==> config.mk <==
export PLATFORM = sky130hd
export DESIGN_NAME = dm_lsu
export DESIGN_NICKNAME = d
export VERILOG_FILES = /design/src/rtl/dm_pkg.sv /design/src/rtl/dm_burst_ctr.sv /design/src/rtl/dm_lsu.sv
export SDC_FILE = /design/constraint.sdc
export NUM_CORES = 1
export LEC_CHECK = 0
export CAP_MARGIN = 10
export CORE_UTILIZATION = 35
export DETAILED_ROUTE_END_ITERATION = 16
export PLACE_DENSITY_LB_ADDON = 0.25
export SYNTH_ARGS = -nofsm -noshare
export SYNTH_HDL_FRONTEND = slang
export SYNTH_SLANG_ARGS = --single-unit
==> constraint.sdc <==
create_clock -name clk -period 2 [get_ports clk]
set_input_delay 0.5 -clock clk [delete_from_list [all_inputs] [get_ports clk]]
set_output_delay 0.5 -clock clk [all_outputs]
set_load 0.02 [all_outputs]
==> src/rtl/dm_pkg.sv <==
// rtl/dm_pkg.sv - shared op encodings, FSM state enum and default widths for dm_lsu
package dm_pkg;

    localparam int DM_AW = 12;
    localparam int DM_DW = 16;

    localparam logic [1:0] OP_LOAD  = 2'b00;
    localparam logic [1:0] OP_STORE = 2'b01;
    localparam logic [1:0] OP_FILL  = 2'b10;
    localparam logic [1:0] OP_COPY  = 2'b11;

    typedef enum logic [2:0] {
        IDLE    = 3'd0,
        RD_WAIT = 3'd1,
        WR      = 3'd2,
        FILL    = 3'd3,
        CP_RD   = 3'd4,
        CP_WAIT = 3'd5,
        CP_WR   = 3'd6,
        RESP    = 3'd7
    } dm_state_e;

endpackage

==> src/rtl/dm_burst_ctr.sv <==
// rtl/dm_burst_ctr.sv - remaining-word counter with source/destination address incrementers
//   clk, rst_n   : clock, asynchronous active-low reset
//   load         : capture len/src/dst for a new burst
//   step         : one word done; decrement count, advance both addresses
//   len_i        : burst word count
//   src_i, dst_i : start addresses
//   last_o       : current word is the final one
//   src_inc_o    : next source address (wraps modulo 2^AW)
//   dst_o        : current destination address
module dm_burst_ctr #(
    parameter int AW = 12
) (
    input  logic          clk,
    input  logic          rst_n,
    input  logic          load,
    input  logic          step,
    input  logic [7:0]    len_i,
    input  logic [AW-1:0] src_i,
    input  logic [AW-1:0] dst_i,
    output logic          last_o,
    output logic [AW-1:0] src_inc_o,
    output logic [AW-1:0] dst_o
);

    logic [7:0]    rem_q, rem_d;
    logic [AW-1:0] src_q, src_d;
    logic [AW-1:0] dst_q, dst_d;

    always_comb begin
        rem_d = rem_q;
        src_d = src_q;
        dst_d = dst_q;
        if (load) begin
            rem_d = len_i;
            src_d = src_i;
            dst_d = dst_i;
        end else if (step) begin
            rem_d = rem_q - 8'd1;
            src_d = src_q + AW'(1);
            dst_d = dst_q + AW'(1);
        end
    end

    always_ff @(posedge clk or negedge rst_n) begin
        if (!rst_n) begin
            rem_q <= '0;
            src_q <= '0;
            dst_q <= '0;
        end else begin
            rem_q <= rem_d;
            src_q <= src_d;
            dst_q <= dst_d;
        end
    end

    assign last_o    = (rem_q == 8'd1);
    assign src_inc_o = src_q + AW'(1);
    assign dst_o     = dst_q;

endmodule

==> src/rtl/dm_lsu.sv <==
// rtl/dm_lsu.sv - load/store/fill/copy initiator for the datamem 4Kx16 memory
//   config macro  : DM_LSU_BURST_EN builds fill/copy; otherwise ops 10/11 return rsp_err
//   request side  : req_valid/req_ready, req_op, req_addr, req_dst, req_wdata, req_len
//   response side : rsp_valid/rsp_ready, rsp_rdata, rsp_err
//   memory side   : we_DM, addDM, dataDM (registered), outDM
//   status        : busy
module dm_lsu
    import dm_pkg::*;
#(
    parameter int AW       = DM_AW,
    parameter int DW       = DM_DW,
    parameter int READ_LAT = 1
) (
    input  logic          clk,
    input  logic          rst_n,
    input  logic          req_valid,
    output logic          req_ready,
    input  logic [1:0]    req_op,
    input  logic [AW-1:0] req_addr,
    input  logic [AW-1:0] req_dst,
    input  logic [DW-1:0] req_wdata,
    input  logic [7:0]    req_len,
    output logic          rsp_valid,
    input  logic          rsp_ready,
    output logic [DW-1:0] rsp_rdata,
    output logic          rsp_err,
    output logic          we_DM,
    output logic [AW-1:0] addDM,
    output logic [DW-1:0] dataDM,
    input  logic [DW-1:0] outDM,
    output logic          busy
);

    localparam logic [1:0] RL = 2'(READ_LAT);

    dm_state_e     state_q, state_d;
    logic          we_q, we_d;
    logic [AW-1:0] add_q, add_d;
    logic [DW-1:0] data_q, data_d;
    logic [DW-1:0] rdata_q, rdata_d;
    logic          err_q, err_d;
    logic [1:0]    wcnt_q, wcnt_d;

`ifdef DM_LSU_BURST_EN
    logic          ctr_load, ctr_step, ctr_last;
    logic [AW-1:0] ctr_src_inc, ctr_dst;

    dm_burst_ctr #(.AW(AW)) u_burst_ctr (
        .clk       (clk),
        .rst_n     (rst_n),
        .load      (ctr_load),
        .step      (ctr_step),
        .len_i     (req_len),
        .src_i     (req_addr),
        .dst_i     (req_dst),
        .last_o    (ctr_last),
        .src_inc_o (ctr_src_inc),
        .dst_o     (ctr_dst)
    );
`else
    logic unused_burst_inputs;
    assign unused_burst_inputs = ^{req_len, req_dst};
`endif

    always_comb begin
        state_d = state_q;
        we_d    = 1'b0;
        add_d   = add_q;
        data_d  = data_q;
        rdata_d = rdata_q;
        err_d   = err_q;
        wcnt_d  = wcnt_q;
`ifdef DM_LSU_BURST_EN
        ctr_load = 1'b0;
        ctr_step = 1'b0;
`endif
        case (state_q)
            IDLE: begin
                if (req_valid) begin
                    rdata_d = '0;
                    err_d   = 1'b0;
                    wcnt_d  = '0;
                    if (req_op == OP_LOAD) begin
                        add_d   = req_addr;
                        state_d = RD_WAIT;
                    end else if (req_op == OP_STORE) begin
                        add_d   = req_addr;
                        data_d  = req_wdata;
                        we_d    = 1'b1;
                        state_d = WR;
                    end else begin
`ifdef DM_LSU_BURST_EN
                        if (req_len == 8'd0) begin
                            err_d   = 1'b1;
                            state_d = RESP;
                        end else begin
                            ctr_load = 1'b1;
                            add_d    = req_addr;
                            if (req_op == OP_FILL) begin
                                data_d  = req_wdata;
                                we_d    = 1'b1;
                                state_d = FILL;
                            end else begin
                                state_d = CP_RD;
                            end
                        end
`else
                        err_d   = 1'b1;
                        state_d = RESP;
`endif
                    end
                end
            end
            // addDM was driven on entry; outDM is valid READ_LAT cycles later
            RD_WAIT: begin
                if (wcnt_q == RL) begin
                    rdata_d = outDM;
                    state_d = RESP;
                end else begin
                    wcnt_d = wcnt_q + 2'd1;
                end
            end
            WR: state_d = RESP;
`ifdef DM_LSU_BURST_EN
            FILL: begin
                if (ctr_last) begin
                    state_d = RESP;
                end else begin
                    ctr_step = 1'b1;
                    add_d    = ctr_src_inc;
                    we_d     = 1'b1;
                end
            end
            CP_RD: begin
                wcnt_d  = 2'd1;
                state_d = CP_WAIT;
            end
            CP_WAIT: begin
                if (wcnt_q == RL) begin
                    data_d  = outDM;
                    add_d   = ctr_dst;
                    we_d    = 1'b1;
                    state_d = CP_WR;
                end else begin
                    wcnt_d = wcnt_q + 2'd1;
                end
            end
            CP_WR: begin
                if (ctr_last) begin
                    state_d = RESP;
                end else begin
                    ctr_step = 1'b1;
                    add_d    = ctr_src_inc;
                    state_d  = CP_RD;
                end
            end
`endif
            RESP: begin
                if (rsp_ready) begin
                    state_d = IDLE;
                end
            end
            default: state_d = IDLE;
        endcase
    end

    always_ff @(posedge clk or negedge rst_n) begin
        if (!rst_n) begin
            state_q <= IDLE;
            we_q    <= 1'b0;
            add_q   <= '0;
            data_q  <= '0;
            rdata_q <= '0;
            err_q   <= 1'b0;
            wcnt_q  <= '0;
        end else begin
            state_q <= state_d;
            we_q    <= we_d;
            add_q   <= add_d;
            data_q  <= data_d;
            rdata_q <= rdata_d;
            err_q   <= err_d;
            wcnt_q  <= wcnt_d;
        end
    end

    assign req_ready = (state_q == IDLE);
    assign busy      = (state_q != IDLE);
    assign rsp_valid = (state_q == RESP);
    assign rsp_rdata = rdata_q;
    assign rsp_err   = err_q;
    assign we_DM     = we_q;
    assign addDM     = add_q;
    assign dataDM    = data_q;

endmodule

==> results of run 1 <==
## routing by layer
layer  wire (um)  vias to the layer above  share of wire [%]
li1            -                      829                  -
met5           0                        -                  0
met4         143                        0                2.7
met1        2080                      852                 39
met2        2680                       86                 50
met3         429                       15                8.0
## power groups by stage
stage / sequential (mW) / clock, mW / combinational, mW
floorplan: 2.16 / 0 / 0.995
global placement: 1.69 / 0 / 2.62
detailed placement: 1.71 / 0 / 2.65
CTS: 1.70 / 0.625 / 2.70
global route: 1.75 / 0.653 / 2.89
finish: 1.70 / 0.599 / 2.68
## registers in the layout, summed over array words and instances (netlist names)
| register | cells |
|---|---|
| addDM | 12 |
| rsp_rdata | 16 |
| state_q | 3 |
| dataDM | 16 |
| rsp_err | 1 |
| wcnt_q | 2 |
| we_DM | 1 |
## area by class of cell
type                            instances  area (um2)  area share, %
Clock inverter                          3        18.8          0.547
Tap cell                               75        93.8           2.74
Clock buffer                            5        68.8           2.01
Multi-Input combinational cell        104         806           23.5
Sequential cell                        51        1280           37.2
Timing Repair Buffer                  115        1150           33.7
Inverter                                3        11.3          0.328
## worst min-delay path by stage
stage | slack, ns | start | to
2_1_floorplan | 0.20 | rst_n | addDM[0]
3_3_place_gp | 0.48 | rsp_rdata[9] | rsp_rdata[9]
3_5_place_dp | 0.49 | rsp_rdata[7] | rsp_rdata[7]
4_1_cts | 0.17 | rst_n | dataDM[0]
5_1_grt | 0.19 | rst_n | dataDM[0]
6_report | 0.17 | rst_n | we_DM
## worst reg2reg max path, delay by kind of cell, from the launching register on
family | cells | cell delay [ns]
multiplexers | 1 | 0.34
AND/OR/NAND/NOR | 2 | 0.79
buffers and inverters | 2 | 0.29
flip-flops | 1 | 0.42
## cell families after synthesis
kind of cell	synth area share (%)
fa+ha+maj	0.580
flops	59.2
mux	16.7
simple gates	12.4
buf+inv	4.00
compound gates	7.14
## through the flow
step / instances / TNS, ns / hold WS (ns) / cell area [um2]
floorplan: 171 / -0.214 / 0.204 / 2160
global placement: 342 / -8.77 / 0.479 / 3260
detailed placement: 342 / -9.53 / 0.488 / 3260
CTS: 357 / -0.0332 / 0.175 / 3450
global route: 356 / 0 / 0.187 / 3430
finish: 356 / 0 / 0.165 / 3430
## cell usage in the layout (no fill, tap or decap), drive strengths merged, types with 2 or more instances in the layout
| cell type | instances |
|---|---|
| nand2 | 17 |
| clkbuf | 5 |
| nand4 | 16 |
| buf | 18 |
| clkdlybuf4s50 | 93 |
| inv | 4 |
| nor2 | 4 |
| dfrtp | 51 |
| dlygate4sd2 | 4 |
| clkinv | 2 |
| mux2 | 28 |
| o21ai | 21 |
| or3 | 2 |
## repair_timing
item | 4_1_cts | 5_1_grt
gates cloned | 2 | 0
resized for setup | 7 | 3
setup endpoints to repair | 19 | 12
buffers inserted | 5 | 0
hold buffers | 0 | 0
pin swaps | 2 | 2
==> results.ini, run 1 <==
[setup_path]
worstReg2RegStart=state_q[2]
crit_chain=or4b_4 > nor3b_4 > buf_6 > buf_4 > mux2_2
cpPeakStageDelay_ns=0.57
reg2reg_to=dataDM[15]
critical_path_depth=5
worstSetupStartpoint=state_q[2]
critical-path-top-delay-family=simple AND/OR/NAND/NOR gates
crit_type=register to register
endpoint_kind=register
crit_path_start_kind=register
rr_worst_depth=5
crit_buf_inv=2
cp.arrival_ns=2.15
worstPathRequired_ns=2.20
critPathCapture=dataDM[15]
slowest_stage=or4b_4
ff2ff_setup_slack_ns=0.06
crit_fanout=5

[clocking]
cts.sinks=51
cts_made_buffers=5
h-tree-depth=2
clockRootBuffer=clkbuf_8
cts_tree=done
path_clk_slew_ns=0.10
clockBufferDepth=2
clk_latency_ns=0.31

[yosys]
yosysMostFrequentCell=dfrtp_1
yosysTopAreaCell=dfrtp_1
synthesis.nets=242
synth-edff-count=0
synth_top_area_share_pct=59.2
syn_area_per_cell_um2=12.6
synth_cell_types=29
synth-seq-area-share_pct=59.2
synth.area.top_cells=dfrtp_1 59%, mux2_2 9.9%, mux2_4 6.3%
ys_warn_count=0
synth_ff_type=dfrtp_1
synthArstFlopShare_pct=100
synthTopCellsByCount=51 x dfrtp_1, 21 x o21ai_0, 19 x mux2_2
syn_inst=171
netlist_area_um2=2160
synth-seq-cells=51

[placement]
globalplace.congestion=0.763
port_buffers=98
post-place-ws_ns=-0.391
dp_hpwl_um=3620

[power_and_ir_drop]
ir_worst_vdd_mv=0.697
pwr-share-clk_pct=12.0
p_switching_mw=1.91
power_per_cell_area_nw_per_um2=1450
seq_power_share_pct=34.1
swShare_pct=38.4
intPower_mw=3.06
power_mw=4.97
power.leakage_nw=1.52
combinationalPowerShare_pct=53.8

[floorplan]
dieHeight_um=80.5
die_x_um=80.5
start_util_pct=36.4
io_pins=119
dieArea_um2=6480
rows=28
fp.coreArea_um2=5920

[timing]
rsz0062_at_grt=no
fin_crit_sh_pct=97.2
hold_viol=0
tightest_slew_ns=0.368
setup_viol_count_final=0
relSlewSlack_pct=75.4
fin_crit_ns=1.94
drv_slew=0
clock_skew_ns=0.00832
fmax_mhz=514
postLayoutSetupSlackWorst_ns=0.0555

[cells_and_area]
final_nets=351
fillers=518
antenna-diode-count=0
drive_above_1_share_pct=21.4
syn_to_final_growth_pct=59.1
fin_util_pct=57.9

[detailed_routing]
routed_wl_um=5330
vias=1782
drc_errors=0
vias_per_cell=5.01
wl_per_cell_um=15.0
dr.pass1.iters=5
first_iter_violations=57
ant_nets=0

[global_route]
gr-usage-met1_pct=19.6
antenna_found_initial=0
grt-busiest-layer=met2
grt_use_met3_pct=4.20
grt_pass1_wl_um=8340
overflow=0
first_global_vias=1832
track_usage_pct=17.0
grt_max_degree=52
grt_use_met2_pct=28.9

[job]
cap_violations=0

[outcome]
status=complete, no violations

[worst_hold_path]
hold_class=input pin to asynchronous set/reset pin

Power figures use the tool's default switching activity.
==> inputs of run 2 (changes only) <==
--- a/config.mk
+++ b/config.mk
@@ -11,4 +11,6 @@
 export PLACE_DENSITY_LB_ADDON = 0.25
 export SYNTH_ARGS = -nofsm -noshare
 export SYNTH_HDL_FRONTEND = slang
+export SYNTH_HIERARCHICAL = 1
 export SYNTH_SLANG_ARGS = --single-unit
+export TNS_END_PERCENT = 5
==> results.ini, run 2 <==
[outcome]
status=complete, no violations

[clocking]
cts_made_buffers=5  ; unchanged
path_clk_slew_ns=0.10  ; about the same
cts_setup_buffers=0  ; -5
clockBufferDepth=2  ; unchanged
h-tree-depth=2  ; unchanged
clk_latency_ns=0.31  ; about the same
cts_tree=done
clockRootBuffer=clkbuf_8
cts.sinks=51  ; unchanged

[global_route]
grt_max_degree=52  ; unchanged
first_global_vias=1781  ; -2.8%
overflow=0  ; unchanged
grt_pass1_wl_um=7990  ; -4.2%
antenna_found_initial=0  ; unchanged
track_usage_pct=16.2  ; -0.75 points

[timing]
relSlewSlack_pct=75.6  ; +0.19 points
drv_slew=0  ; unchanged
tightest_slew_ns=0.365  ; -0.00290 ns
setup_viol_count_final=0  ; unchanged
whs_ns=0.164  ; -0.00116 ns
clock_skew_ns=0.00712  ; -0.00119 ns
fin_crit_ns=1.91  ; -0.0344 ns
postLayoutSetupSlackWorst_ns=0.0900  ; +0.0344 ns
fin_crit_sh_pct=95.5  ; -1.7 points
hold_viol=0  ; unchanged
rsz0062_at_grt=no
fmax_mhz=524  ; +1.8%

[setup_path]
endpoint_kind=register
worstReg2RegStart=state_q[0]
worstPathRequired_ns=2.20  ; about the same
reg2reg_to=dataDM[2]
crit_path_start_kind=register
crit_chain=or4b_4 > nor3b_4 > buf_12 > mux2_2
crit_fanout=17  ; +12
ff2ff_setup_slack_ns=0.09  ; +0.03 ns
critical_path_depth=4  ; -1
cp.arrival_ns=2.11  ; -0.04 ns
slowest_stage=or4b_4
crit_type=register to register
critical-path-top-delay-family=simple AND/OR/NAND/NOR gates
crit_buf_inv=1  ; -1
rr_worst_depth=4  ; -1
cpPeakStageDelay_ns=0.59  ; +0.02 ns

[placement]
globalplace.congestion=0.763  ; unchanged
port_buffers=98  ; unchanged
dp_hpwl_um=3620  ; unchanged
dp_cells=342  ; unchanged
post-place-ws_ns=-0.391  ; unchanged

[yosys]
synth-seq-cells=51  ; unchanged
synth-seq-area-share_pct=59.2  ; unchanged
synth.area.top_cells=dfrtp_1 59%, mux2_2 9.9%, mux2_4 6.3%
ys_warn_count=6  ; +6
yosysTopAreaCell=dfrtp_1
synthArstFlopShare_pct=100  ; unchanged
yosysMostFrequentCell=dfrtp_1
synthesis.nets=242  ; unchanged
netlist_area_um2=2160  ; unchanged
synth-edff-count=0  ; unchanged
synth_top_area_share_pct=59.2  ; unchanged
syn_inst=171  ; unchanged
synthTopCellsByCount=51 x dfrtp_1, 21 x o21ai_0, 19 x mux2_2
syn_area_per_cell_um2=12.6  ; unchanged
synth_ff_type=dfrtp_1
synth_cell_types=29  ; unchanged

[floorplan]
die_x_um=80.5  ; unchanged
dieArea_um2=6480  ; unchanged
dieHeight_um=80.5  ; unchanged
start_util_pct=36.4  ; unchanged
fp.coreArea_um2=5920  ; unchanged
io_pins=119  ; unchanged
rows=28  ; unchanged

[detailed_routing]
drc_errors=0  ; unchanged
wl_per_cell_um=14.6  ; -2.7%
routed_wl_um=5100  ; -4.4%
ant_nets=0  ; unchanged
dr.pass1.iters=4  ; -1
vias_per_cell=4.97  ; -0.68%
vias=1740  ; -2.4%
first_iter_violations=74  ; +30%

[power_and_ir_drop]
power.leakage_nw=1.48  ; -2.9%
ir_worst_vdd_mv=0.694  ; -0.40%
power_per_cell_area_nw_per_um2=1470  ; +1.5%
power_mw=4.93  ; -0.84%

[cells_and_area]
final_common_cell=clkdlybuf4s50_1
final_nets=345  ; -1.7%
layoutNonFillerInstCount=350  ; -1.7%
syn_to_final_growth_pct=55.5
drive_above_1_share_pct=19.6  ; -1.7 points
antenna-diode-count=0  ; unchanged
final_cell_mix=93 x clkdlybuf4s50_1, 51 x dfrtp_1, 21 x o21ai_0

[worst_hold_path]
hold_class=input pin to asynchronous set/reset pin

[job]
cap_violations=0  ; unchanged

## run 2: cell types whose count changed in the layout (fill, tap and decap cells not counted), sizes merged
| cell | before | now |
|---|---|---|
| buf | 18 | 12 |
## run 2: layout make-up
type / count / area [um2]
fill: 529 / 2570
sequential: 51 / 1280
timing repair buffer: 109 / 1080
multi-input combinational: 104 / 805
tap: 75 / 93.8
clock buffer: 5 / 68.8
clock inverter: 3 / 18.8
inverter: 3 / 11.3
## run 2: power by group
group          switching, mW  leakage, nW  internal, mW  total [mW]
logic                   1.31        0.790          1.31        2.62
registers              0.237        0.641          1.47        1.70
clock network          0.353       0.0483         0.247       0.600
## run 2: cell families (layout without fill, tap and decap cells)
group	count (synthesis)	after routing	share of synthesized area (%)
AO/OA/AOI/OAI	27	27	7.14
adder cells (fa/ha/maj)	1	1	0.580
flip-flops	51	51	59.2
AND/OR/NAND/NOR	47	47	12.4
multiplexers	29	29	16.7
buffers and inverters	16	120	4.00
## run 2: how the worst max path moves through the flow
stage                     startpoint    endpoint  slack (ns)
final                     state_q[0]   dataDM[2]        0.09
after global routing      state_q[1]   rsp_valid        0.02
after CTS                 state_q[1]        busy        0.05
after detailed placement   req_valid   dataDM[2]       -0.39
after global placement     req_valid   dataDM[5]       -0.35
after floorplan           state_q[0]  dataDM[10]       -0.02
## run 2: per-stage QoR
stage	TNS [ns]	util (%)	area (um2)
after floorplan	-0.214	-	2160
after global placement	-8.77	55.0	3260
after detailed placement	-9.53	55.0	3260
after CTS	0	56.5	3350
after global routing	0	56.6	3350
final	0	56.6	3350
## run 2: layer usage
| layer | up-vias | track usage (%) | part of all wire [%] |
|---|---|---|---|
| met5 | - | 0 | 0 |
| met4 | 0 | 8.75 | 2.8 |
| met3 | 13 | 4.20 | 6.8 |
| met2 | 67 | 26.8 | 49 |
| met1 | 845 | 19.2 | 41 |
| li1 | 815 | - | - |
## run 2: worst register-to-register path: stages, from the launching register on
cell and delay [ns]:
dfrtp_1 0.44, or4b_4 0.60, nor3b_4 0.23, buf_12 0.20
mux2_2 0.35
## run 2: timing repair
action / CTS / global route
resized for setup: 5 / 1
hold buffers: 0 / 0
endpoints found under the setup margin: 19 / 1
==> inputs of run 3 (changes only) <==
--- a/config.mk
+++ b/config.mk
@@ -5,7 +5,9 @@
 export SDC_FILE = /design/constraint.sdc
 export NUM_CORES = 1
 export LEC_CHECK = 0
+export ABC_CLOCK_PERIOD_IN_PS = 2000
 export CAP_MARGIN = 10
+export CORE_MARGIN = 8
 export CORE_UTILIZATION = 35
 export DETAILED_ROUTE_END_ITERATION = 16
 export PLACE_DENSITY_LB_ADDON = 0.25
==> results.ini, run 3 (synthesis gave the netlist of run 2 again) <==
[outcome]
status=complete, no violations

[timing]
fin_crit_ns=1.97  ; +0.0587 ns
fmax_mhz=508  ; -3.0%
drv_slew=0  ; unchanged
rsz0062_at_grt=yes
setup_viol_count_final=0  ; unchanged
tns_ns=0  ; unchanged
relSlewSlack_pct=76.0  ; +0.38 points
clock_skew_ns=0.0135  ; +0.00637 ns
tightest_slew_ns=0.360  ; -0.00575 ns
hold_viol=0  ; unchanged
fin_crit_sh_pct=98.4  ; +2.9 points
whs_ns=0.167  ; +0.00261 ns

[setup_path]
crit_path_start_kind=register
worstPathRequired_ns=2.19  ; about the same
slowest_stage=or4b_4
crit_chain=or4b_4 > nor3b_4 > buf_6 > clkbuf_16 > mux2_2
cpPeakStageDelay_ns=0.59  ; about the same
crit_fanout=4  ; -13
worstReg2RegStart=state_q[1]
worstSetupStartpoint=state_q[1]
crit_type=register to register
cp.arrival_ns=2.16  ; +0.05 ns
endpoint_kind=register

[detailed_routing]
ant_nets=0  ; unchanged
wl_per_cell_um=16.9  ; +16%
routed_wl_um=5990  ; +17%
drc_errors=0  ; unchanged
first_iter_violations=83  ; +12%
dr.pass1.iters=4  ; unchanged
vias=1756  ; +0.92%
vias_per_cell=4.96  ; -0.22%

[global_route]
grt_max_degree=52  ; unchanged
antenna_found_initial=0  ; unchanged
grt_pass1_wl_um=9330  ; +17%
first_global_vias=1887  ; +6.0%
track_usage_pct=13.2  ; -3.0 points
overflow=0  ; unchanged

[cells_and_area]
antenna-diode-count=0  ; unchanged
fin_util_pct=58.0  ; +1.4 points
final_common_cell=clkdlybuf4s50_1
final_cell_mix=93 x clkdlybuf4s50_1, 49 x dfrtp_1, 21 x o21ai_0
drive_above_1_share_pct=21.5  ; +1.9 points
syn_to_final_growth_pct=60.3
final_nets=349  ; +1.2%
layoutNonFillerInstCount=354  ; +1.1%

[floorplan]
dieArea_um2=8930  ; +38%
rows=28  ; unchanged
dieHeight_um=94.5  ; +17%
start_util_pct=36.2  ; -0.21 points
fp.coreArea_um2=5960  ; +0.59%
io_pins=119  ; unchanged
die_x_um=94.5  ; +17%

[clocking]
clockBufferDepth=2  ; unchanged
clk_latency_ns=0.31  ; about the same
h-tree-depth=2  ; unchanged
ctsHoldBuffers=0  ; unchanged
path_clk_slew_ns=0.10  ; about the same
cts.sinks=51  ; unchanged
cts_tree=done
cts_made_buffers=5  ; unchanged
clockRootBuffer=clkbuf_8

[placement]
dp_cells=343  ; +0.29%
globalplace.congestion=0.707  ; -7.4%
dp_hpwl_um=4290  ; +18%
port_buffers=98  ; unchanged

[job]
cap_violations=0  ; unchanged

[power_and_ir_drop]
ir_worst_vdd_mv=0.743  ; +7.1%
power.leakage_nw=1.53  ; +3.3%
power_per_cell_area_nw_per_um2=1490  ; +1.2%

[worst_hold_path]
hold_class=input pin to asynchronous set/reset pin

-- run 3: changes by cell type in the layout (fill, tap and decap cells not counted), sizes merged --
cell          delta
dlymetal6s2s     +1
clkinv           -1
clkbuf           +2
bufinv           +1
buf              +2
dlygate4sd2      -1
-- run 3: layout make-up --
| cell class | instances | area (um2) |
|---|---|---|
| clock buffers | 5 | 68.8 |
| clock inverters | 3 | 47.5 |
| fillers | 525 | 2500 |
| well taps | 75 | 93.8 |
| repair buffers | 113 | 1150 |
| flip-flops and latches | 51 | 1280 |
| multi-input cells | 104 | 805 |
| inverters | 3 | 11.3 |
-- run 3: power by group --
| group | switching, mW | leakage (nW) | internal [mW] |
|---|---|---|---|
| logic | 1.35 | 0.830 | 1.34 |
| registers | 0.245 | 0.639 | 1.47 |
| clock network | 0.354 | 0.0587 | 0.379 |
| total | 1.95 | 1.53 | 3.19 |
-- run 3: through the flow --
step                      total power [mW]  cell area, um2  worst slack (ns)
final                                 5.14            3460            0.0313
after global placement                4.39            3270            -0.350
after CTS                             5.17            3380           -0.0402
after global routing                  5.48            3460          -0.00722
after detailed placement              4.43            3270            -0.367
after floorplan                       3.16            2160           -0.0237
-- run 3: what timing repair did --
action,in CTS,in global routing
resized for setup,4,5
hold endpoints to repair,0,0
cloned,0,2
pin swaps,0,2
setup endpoints to repair,10,23
setup buffers,0,1
-- run 3: worst paths after layout --
check                          endpoint  slack [ns]  cells after the start
max                          dataDM[15]        0.03                      5
min                        rsp_rdata[2]        0.17                      2
max reg2reg                  dataDM[15]        0.03                      5
min reg2reg                     rsp_err        0.50                      2
max in group asynchronous    state_q[0]        1.57                      2
min in group clk                rsp_err        0.50                      2
-- run 3: routing by layer --
layer  wire [um]  share of wire [%]  GRT usage (%)  vias up
met5           0                  0              0        -
met3         672                 11           5.56        8
met2        2490                 42           19.6       86
li1            -                  -              -      828
met1        2760                 46           16.9      834
met4          68                1.1           4.29        0
-- run 3: critical path: cells and delay by family (launching register included) --
family	cells	cell delay (ns)
flip-flops	1	0.44
buffers and inverters	2	0.29
multiplexers	1	0.32
AND/OR/NAND/NOR	2	0.80
